### src/rtl/serial_adder_ctrl.sv
// Bit-serial adder: one shared 1-bit full adder walks the operands LSB first,
// with valid/ready handshakes on both the operand and the result side.

module full_adder (
    input  logic a,
    input  logic b,
    input  logic cin,
    output logic sum,
    output logic cout
);

    assign sum  = a ^ b ^ cin;
    assign cout = (a & b) | (a & cin) | (b & cin);

endmodule

module serial_adder_ctrl #(
    parameter int WIDTH = 8
) (
    input  logic             input_clk,
    input  logic             input_reset,
    input  logic             input_valid,
    output logic             output_ready,
    input  logic [WIDTH-1:0] input_a,
    input  logic [WIDTH-1:0] input_b,
    input  logic             input_carry,
    output logic             output_valid,
    input  logic             input_ready,
    output logic [WIDTH-1:0] output_sum,
    output logic             output_carry,
    output logic             output_overflow
);

    localparam int CNT_W = $clog2(WIDTH + 1);
    localparam logic [CNT_W-1:0] LAST_BIT = CNT_W'(WIDTH - 1);

    typedef enum logic [1:0] {
        ST_IDLE = 2'd0,
        ST_RUN  = 2'd1,
        ST_DONE = 2'd2
    } state_t;

    state_t             state_q, state_d;
    logic [WIDTH-1:0]   a_sh_q, a_sh_d;
    logic [WIDTH-1:0]   b_sh_q, b_sh_d;
    logic               carry_q, carry_d;
    logic [CNT_W-1:0]   cnt_q, cnt_d;
    logic [WIDTH-1:0]   sum_q, sum_d;
    logic               cout_q, cout_d;
    logic               ovf_q, ovf_d;

    logic               fa_sum_s;
    logic               fa_cout_s;

    full_adder u_fa (
        .a    (a_sh_q[0]),
        .b    (b_sh_q[0]),
        .cin  (carry_q),
        .sum  (fa_sum_s),
        .cout (fa_cout_s)
    );

    // Next-state and datapath update for the IDLE/RUN/DONE sequencer
    always_comb begin
        state_d = state_q;
        a_sh_d  = a_sh_q;
        b_sh_d  = b_sh_q;
        carry_d = carry_q;
        cnt_d   = cnt_q;
        sum_d   = sum_q;
        cout_d  = cout_q;
        ovf_d   = ovf_q;

        case (state_q)
            ST_IDLE: begin
                if (input_valid) begin
                    a_sh_d  = input_a;
                    b_sh_d  = input_b;
                    carry_d = input_carry;
                    cnt_d   = '0;
                    sum_d   = '0;
                    cout_d  = 1'b0;
                    ovf_d   = 1'b0;
                    state_d = ST_RUN;
                end else begin
                    state_d = ST_IDLE;
                end
            end
            ST_RUN: begin
                // Sum bits enter at the MSB so bit 0 lands in place after WIDTH shifts
                a_sh_d             = a_sh_q >> 1'b1;
                b_sh_d             = b_sh_q >> 1'b1;
                sum_d              = sum_q >> 1'b1;
                sum_d[WIDTH-1]     = fa_sum_s;
                carry_d            = fa_cout_s;
                cnt_d              = cnt_q + CNT_W'(1'b1);
                if (cnt_q == LAST_BIT) begin
                    cout_d  = fa_cout_s;
                    ovf_d   = carry_q ^ fa_cout_s;
                    state_d = ST_DONE;
                end else begin
                    state_d = ST_RUN;
                end
            end
            ST_DONE: begin
                if (input_ready) begin
                    state_d = ST_IDLE;
                end else begin
                    state_d = ST_DONE;
                end
            end
            default: begin
                state_d = ST_IDLE;
            end
        endcase
    end

    // State and datapath registers; reset aborts any operation in flight
    always_ff @(posedge input_clk or posedge input_reset) begin
        if (input_reset) begin
            state_q <= ST_IDLE;
            a_sh_q  <= '0;
            b_sh_q  <= '0;
            carry_q <= 1'b0;
            cnt_q   <= '0;
            sum_q   <= '0;
            cout_q  <= 1'b0;
            ovf_q   <= 1'b0;
        end else begin
            state_q <= state_d;
            a_sh_q  <= a_sh_d;
            b_sh_q  <= b_sh_d;
            carry_q <= carry_d;
            cnt_q   <= cnt_d;
            sum_q   <= sum_d;
            cout_q  <= cout_d;
            ovf_q   <= ovf_d;
        end
    end

    assign output_ready    = (state_q == ST_IDLE);
    assign output_valid    = (state_q == ST_DONE);
    assign output_sum      = sum_q;
    assign output_carry    = cout_q;
    assign output_overflow = ovf_q;

endmodule

### config.mk
export PLATFORM = sky130hd
export DESIGN_NAME = serial_adder_ctrl
export DESIGN_NICKNAME = d
export VERILOG_FILES = /design/src/rtl/serial_adder_ctrl.sv
export SDC_FILE = /design/constraint.sdc
export NUM_CORES = 1
export LEC_CHECK = 0
export CAP_MARGIN = 20
export CORE_MARGIN = 1.5
export CORE_UTILIZATION = 53
export CTS_CLUSTER_DIAMETER = 120
export DETAILED_ROUTE_END_ITERATION = 12
export MAX_ROUTING_LAYER = met4
export PLACE_DENSITY = 0.87
export SKIP_CTS_REPAIR_TIMING = 1
export SYNTH_ARGS = -nofsm -noshare
export SYNTH_HDL_FRONTEND = slang
export SYNTH_SLANG_ARGS = --single-unit
### constraint.sdc
create_clock -name input_clk -period 2.3 [get_ports input_clk]
set_input_delay 0.575 -clock input_clk [delete_from_list [all_inputs] [get_ports input_clk]]
set_output_delay 0.575 -clock input_clk [all_outputs]
set_load 0.02 [all_outputs]
# Word-level counts from Yosys, hierarchy flattened
# Cells that the tools add are included.
# classes
add_sub_neg,1
n_eq_ne,5
muxes,19
bitwise,8
n_reduce_logical,4
# ops
operator,count
8-bit one-hot mux with 2 select lines,3
8-bit two-way mux,3
4-bit one-hot mux with 2 select lines,1
1-bit one-hot mux with 2 select lines,3
2-bit one-hot mux with 3 select lines,1
1-bit two-way mux,5
4-bit by 1-bit adder with 4-bit output (second input constant),1
4-bit by 3-bit == test with 1-bit output (second input constant),1
2-bit two-way mux,2
4-bit two-way mux,1
2-bit inequality test (second input constant),2
1-bit AND,3
3-bit AND reduction,1
1-bit XOR,3
2-bit by 1-bit == test with 1-bit output (second input constant),1
2-bit == test (second input constant),1
2-bit zero test,1
1-bit bitwise OR,2
2-bit AND reduction,1
2-bit nonzero test,1
# totals
regBits,33
input_bits,21
output_inout_bits,12

# Longest topological paths before layout
# logic_depth
ltp_word,6
depth_mapped,5
ltp_nobuf,4

# Cells and area by module
# Synthesis repeated with hierarchy kept, for this count alone.
# unflattened
cells_unflattened,152
area_unflattened_um2,1554.0
# by_module_without_submodules
mod,instances,cells_per_inst,area_each_um2,seq_area_each_um2
serial_adder_ctrl,1,151,1534.0,825.8
full_adder,1,1,20.0,0.0

# Least setup slack after synthesis
# OpenSTA, ideal clock, no wires.
# synth_path
path_type,input to register
startpoint,input port input_valid
endpoint,register a_sh_q[0]
arrival_ns,1.357
t_required_ns,2.179
slack_ns,0.823
cell_stages,5
path_cell_list,or3b_1 buf_2 buf_6 o22ai_2 nor2_1
# synth_between
elab_chain_len,2
# synth_rtl
element,line,source
from (decl),22,"input logic input_valid,"
2-bit inequality test (no line),-,
2-bit AND reduction (no line),-,
to (signal assigned),131,a_sh_q <= a_sh_d;
to (decl),44,"logic [WIDTH-1:0] a_sh_q, a_sh_d;"
# No other way between the ends.
# A chain may end at the register's enable or synchronous reset.

# Worst setup path in the final report
# layout_path
startpoint,input port state_q[1]
endpoint,output port output_valid
# layout_between
elab_chain_len,1
# layout_rtl
element,line,source
from (decl),43,"state_t state_q, state_d;"
2-bit == test,142,assign output_valid = (state_q == ST_DONE);
to (decl),27,"output logic output_valid,"
# No other way between the ends.

==> results.py <==
metrics = {
    "critical_path": {
        "crit_type": "flop to output port",
        "crit_chain": "nor2b_1 > clkdlybuf4s50_1",
        "arrival_ns": 1.64,
        "path_buf_inv": 1,
        "slowest_stage": "clkdlybuf4s50_1",
        "cp_top_family": "buffers and inverters",
        "ff2ff_setup_slack_ns": 0.70,
        "crit_required_ns": 1.73,
        "cp_max_fo": 6,
        "cpPeakStageDelay_ns": 0.63,
        "crit_path_start_kind": "flop",
        "end_kind": "output port",
    },
    "timing": {
        "hold_viol_final": 0,
        "max_slew_margin": 0.5772,
        "fin_crit_sh": 0.9632,
        "worst_pin_slew_ns": 0.6313,
        "skew_ns": 0.008893,
        "slew_violations": 0,
        "grt_setup_unrepaired": "no",
        "fin_tns_setup_ns": 0,
        "setup_viol": 0,
        "fin_crit_ns": 2.215,
        "max_freq_mhz": 451.4,
    },
    "cts": {
        "cts_buffer_depth": 2,
        "path_clk_slew_ns": 0.10,
        "root_buffer": "clkbuf_4",
        "cts_tree": "built",
        "clk_latency_ns": 0.33,
        "htree_levels": 2,
        "numClockSinks": 33,
        "cts_made_buffers": 5,
    },
    "synth": {
        "synth_top_area_frac": 0.5397,
        "ys_seq_elements": 33,
        "synth_area_leaders": "dfrtp_1 54%, o22ai_2 9.8%, nand2_1 6.6%",
        "ys_seq_area_frac": 0.5397,
        "synthAdderAreaFrac": 0.02126,
        "synth_area_mm2": 0.001530,
        "synth-simple-area-share": 0.2379,
        "yosys_warnings": 0,
        "synth.net_count": 175,
        "avgSynthCellArea_um2": 10.07,
        "synth_compound_area_frac": 0.1406,
        "synthCells": 152,
        "synth_top_family_by_area": "simple AND/OR/NAND/NOR gates",
        "yosysTopAreaCell": "dfrtp_1",
        "ys_types": 27,
        "synthXorXnorAreaFrac": 0.005724,
        "synthMuxAreaShare": 0.006541,
    },
    "cells_and_area": {
        "layout-drive-gt1-share": 0.1351,
        "multiInputGateArea_um2": 633.1,
        "fillers": 211,
        "nNetsFinal": 208,
        "area_growth_pct": 25.35,
        "regArea_um2": 825.8,
        "n_antenna_cell": 0,
        "stdcell_count": 216,
    },
    "global_route": {
        "grt_pass1_vias": 1186,
        "grt_first_pass_wirelength_um": 5126,
        "grt_overflow_total": 0,
        "grt_max_degree": 34,
        "grt.total_usage": 0.2110,
        "antenna_found_initial": 0,
    },
    "power_and_ir_drop": {
        "max-vdd-ir-drop_mv": 1.202,
        "p_per_area_mw_per_mm2": 1402,
        "power.total_uw": 2690,
        "leakagePower_uw": 0.0008713,
    },
    "placement": {
        "place.gp.congestion": 0.7088,
        "port_buffers": 32,
        "hpwl_um": 2096,
        "place_inst": 209,
    },
    "detailed_routing": {
        "drtAntennaViolNets": 0,
        "routed_wl_um": 3035,
        "vias": 1225,
        "routed_via_density": 5.671,
        "drcViolationCount": 0,
        "first_pass_iters": 5,
        "avgRoutedWirePerCell_um": 14.05,
        "first_iter_violations": 32,
    },
    "min_path": {
        "holdCritPathClass": "flop to flop",
    },
    "outcome": {
        "status": "complete, no violations",
    },
    "die": {
        "ioPinCount": 33,
        "initial_utilization": 0.5549,
        "fp.dieW_um": 56.73,
        "num_rows": 19,
        "core_area_mm2": 0.002758,
        "die_area_mm2": 0.003218,
        "die_h_um": 56.73,
    },
    "job": {
        "cap_violations": 0,
    },
}
[layer usage]
metal / up-vias / global-route usage / wire length (um) / share of wire
met2: 41 / 0.3588 / 1593 / 0.52
li1: 590 / - / - / -
met5: - / - / 0 / 0
met3: 4 / 0.05069 / 164 / 0.054
met4: 0 / 0.07641 / 29 / 0.0096
met1: 590 / 0.2432 / 1247 / 0.41
[power breakdown]
group	switching, uW	internal, uW
Sequential	213	859
Combinational	714	578
Clock	181	144
[cell usage after synthesis, drive strengths merged]
library cell,instances
nand2b,1
nand4,1
and3b,1
buf,11
o21a,1
a22oi,1
nor3b,1
inv,2
a21oi,2
or3b,1
nand2,27
dfrtp,33
xor2,1
ha,1
mux2i,1
and2,1
nor2b,2
nand3,15
a21o,1
o22ai,14
fa,1
nor2,15
nor3,14
o21ai,4
[placed cells by master (no fill, tap or decap), types with 2 or more instances in the layout]
cell / n
o22ai_2: 12
nand3_1: 15
a21oi_1: 2
o22ai_1: 2
dfrtp_1: 33
clkbuf_4: 5
clkdlybuf4s50_1: 32
nor2_1: 15
nor3_1: 14
inv_1: 2
nand2_1: 27
o21ai_0: 4
buf_4: 5
[final timing paths]
| check | start | to | depth (start not counted) |
|---|---|---|---|
| setup / recovery | state_q[1] | output_valid | 2 |
| hold reg to reg | cnt_q[3] | cnt_q[3] | 1 |
| hold / removal | cnt_q[3] | cnt_q[3] | 1 |
| min in group asynchronous | input_reset | a_sh_q[5] | 3 |
| setup reg to reg | state_q[0] | b_sh_q[2] | 4 |
| max in group asynchronous | input_reset | b_sh_q[4] | 3 |
[logic make-up after synthesis]
logic type	count (synthesis)
adder cells (fa/ha/maj)	2
AND/OR/NAND/NOR	79
XOR/XNOR	1
flip-flops	33
AO/OA/AOI/OAI	23
multiplexers	1
buffers and inverters	13
[layout make-up]
cell class | instances | area share
multi-input cells | 106 | 0.3301
well taps | 31 | 0.02022
repair buffers | 37 | 0.1866
flip-flops and latches | 33 | 0.4305
inverters | 2 | 0.003914
clock buffers | 7 | 0.02870
[flip-flops by register name, indices dropped and copies added (netlist names)]
| register | count |
|---|---|
| output_overflow | 1 |
| b_sh_q | 8 |
| output_carry | 1 |
| cnt_q | 4 |
| output_sum | 8 |
| state_q | 2 |
| carry_q | 1 |
| a_sh_q | 8 |
[worst register-to-register path: stages, from the launching register on]
cell and delay, ns:
dfrtp_1 0.46, nor2b_2 0.59, buf_4 0.31, nor3_1 0.06, nor2_1 0.10
[metrics by stage]
| step | instance area [um2] | worst slack (ns) | utilization | hold WS, ns |
|---|---|---|---|---|
| floorplan | 1530 | 0.8227 | - | 0.4375 |
| global placement | 1863 | 0.3161 | 0.6756 | 0.4528 |
| detailed placement | 1863 | 0.2770 | 0.6756 | 0.4904 |
| CTS | 1918 | 0.07562 | 0.6956 | 0.5029 |
| global route | 1918 | 0.01444 | 0.6956 | 0.5255 |
| finish | 1918 | 0.08468 | 0.6956 | 0.4974 |
Power figures use the tool's default switching activity.
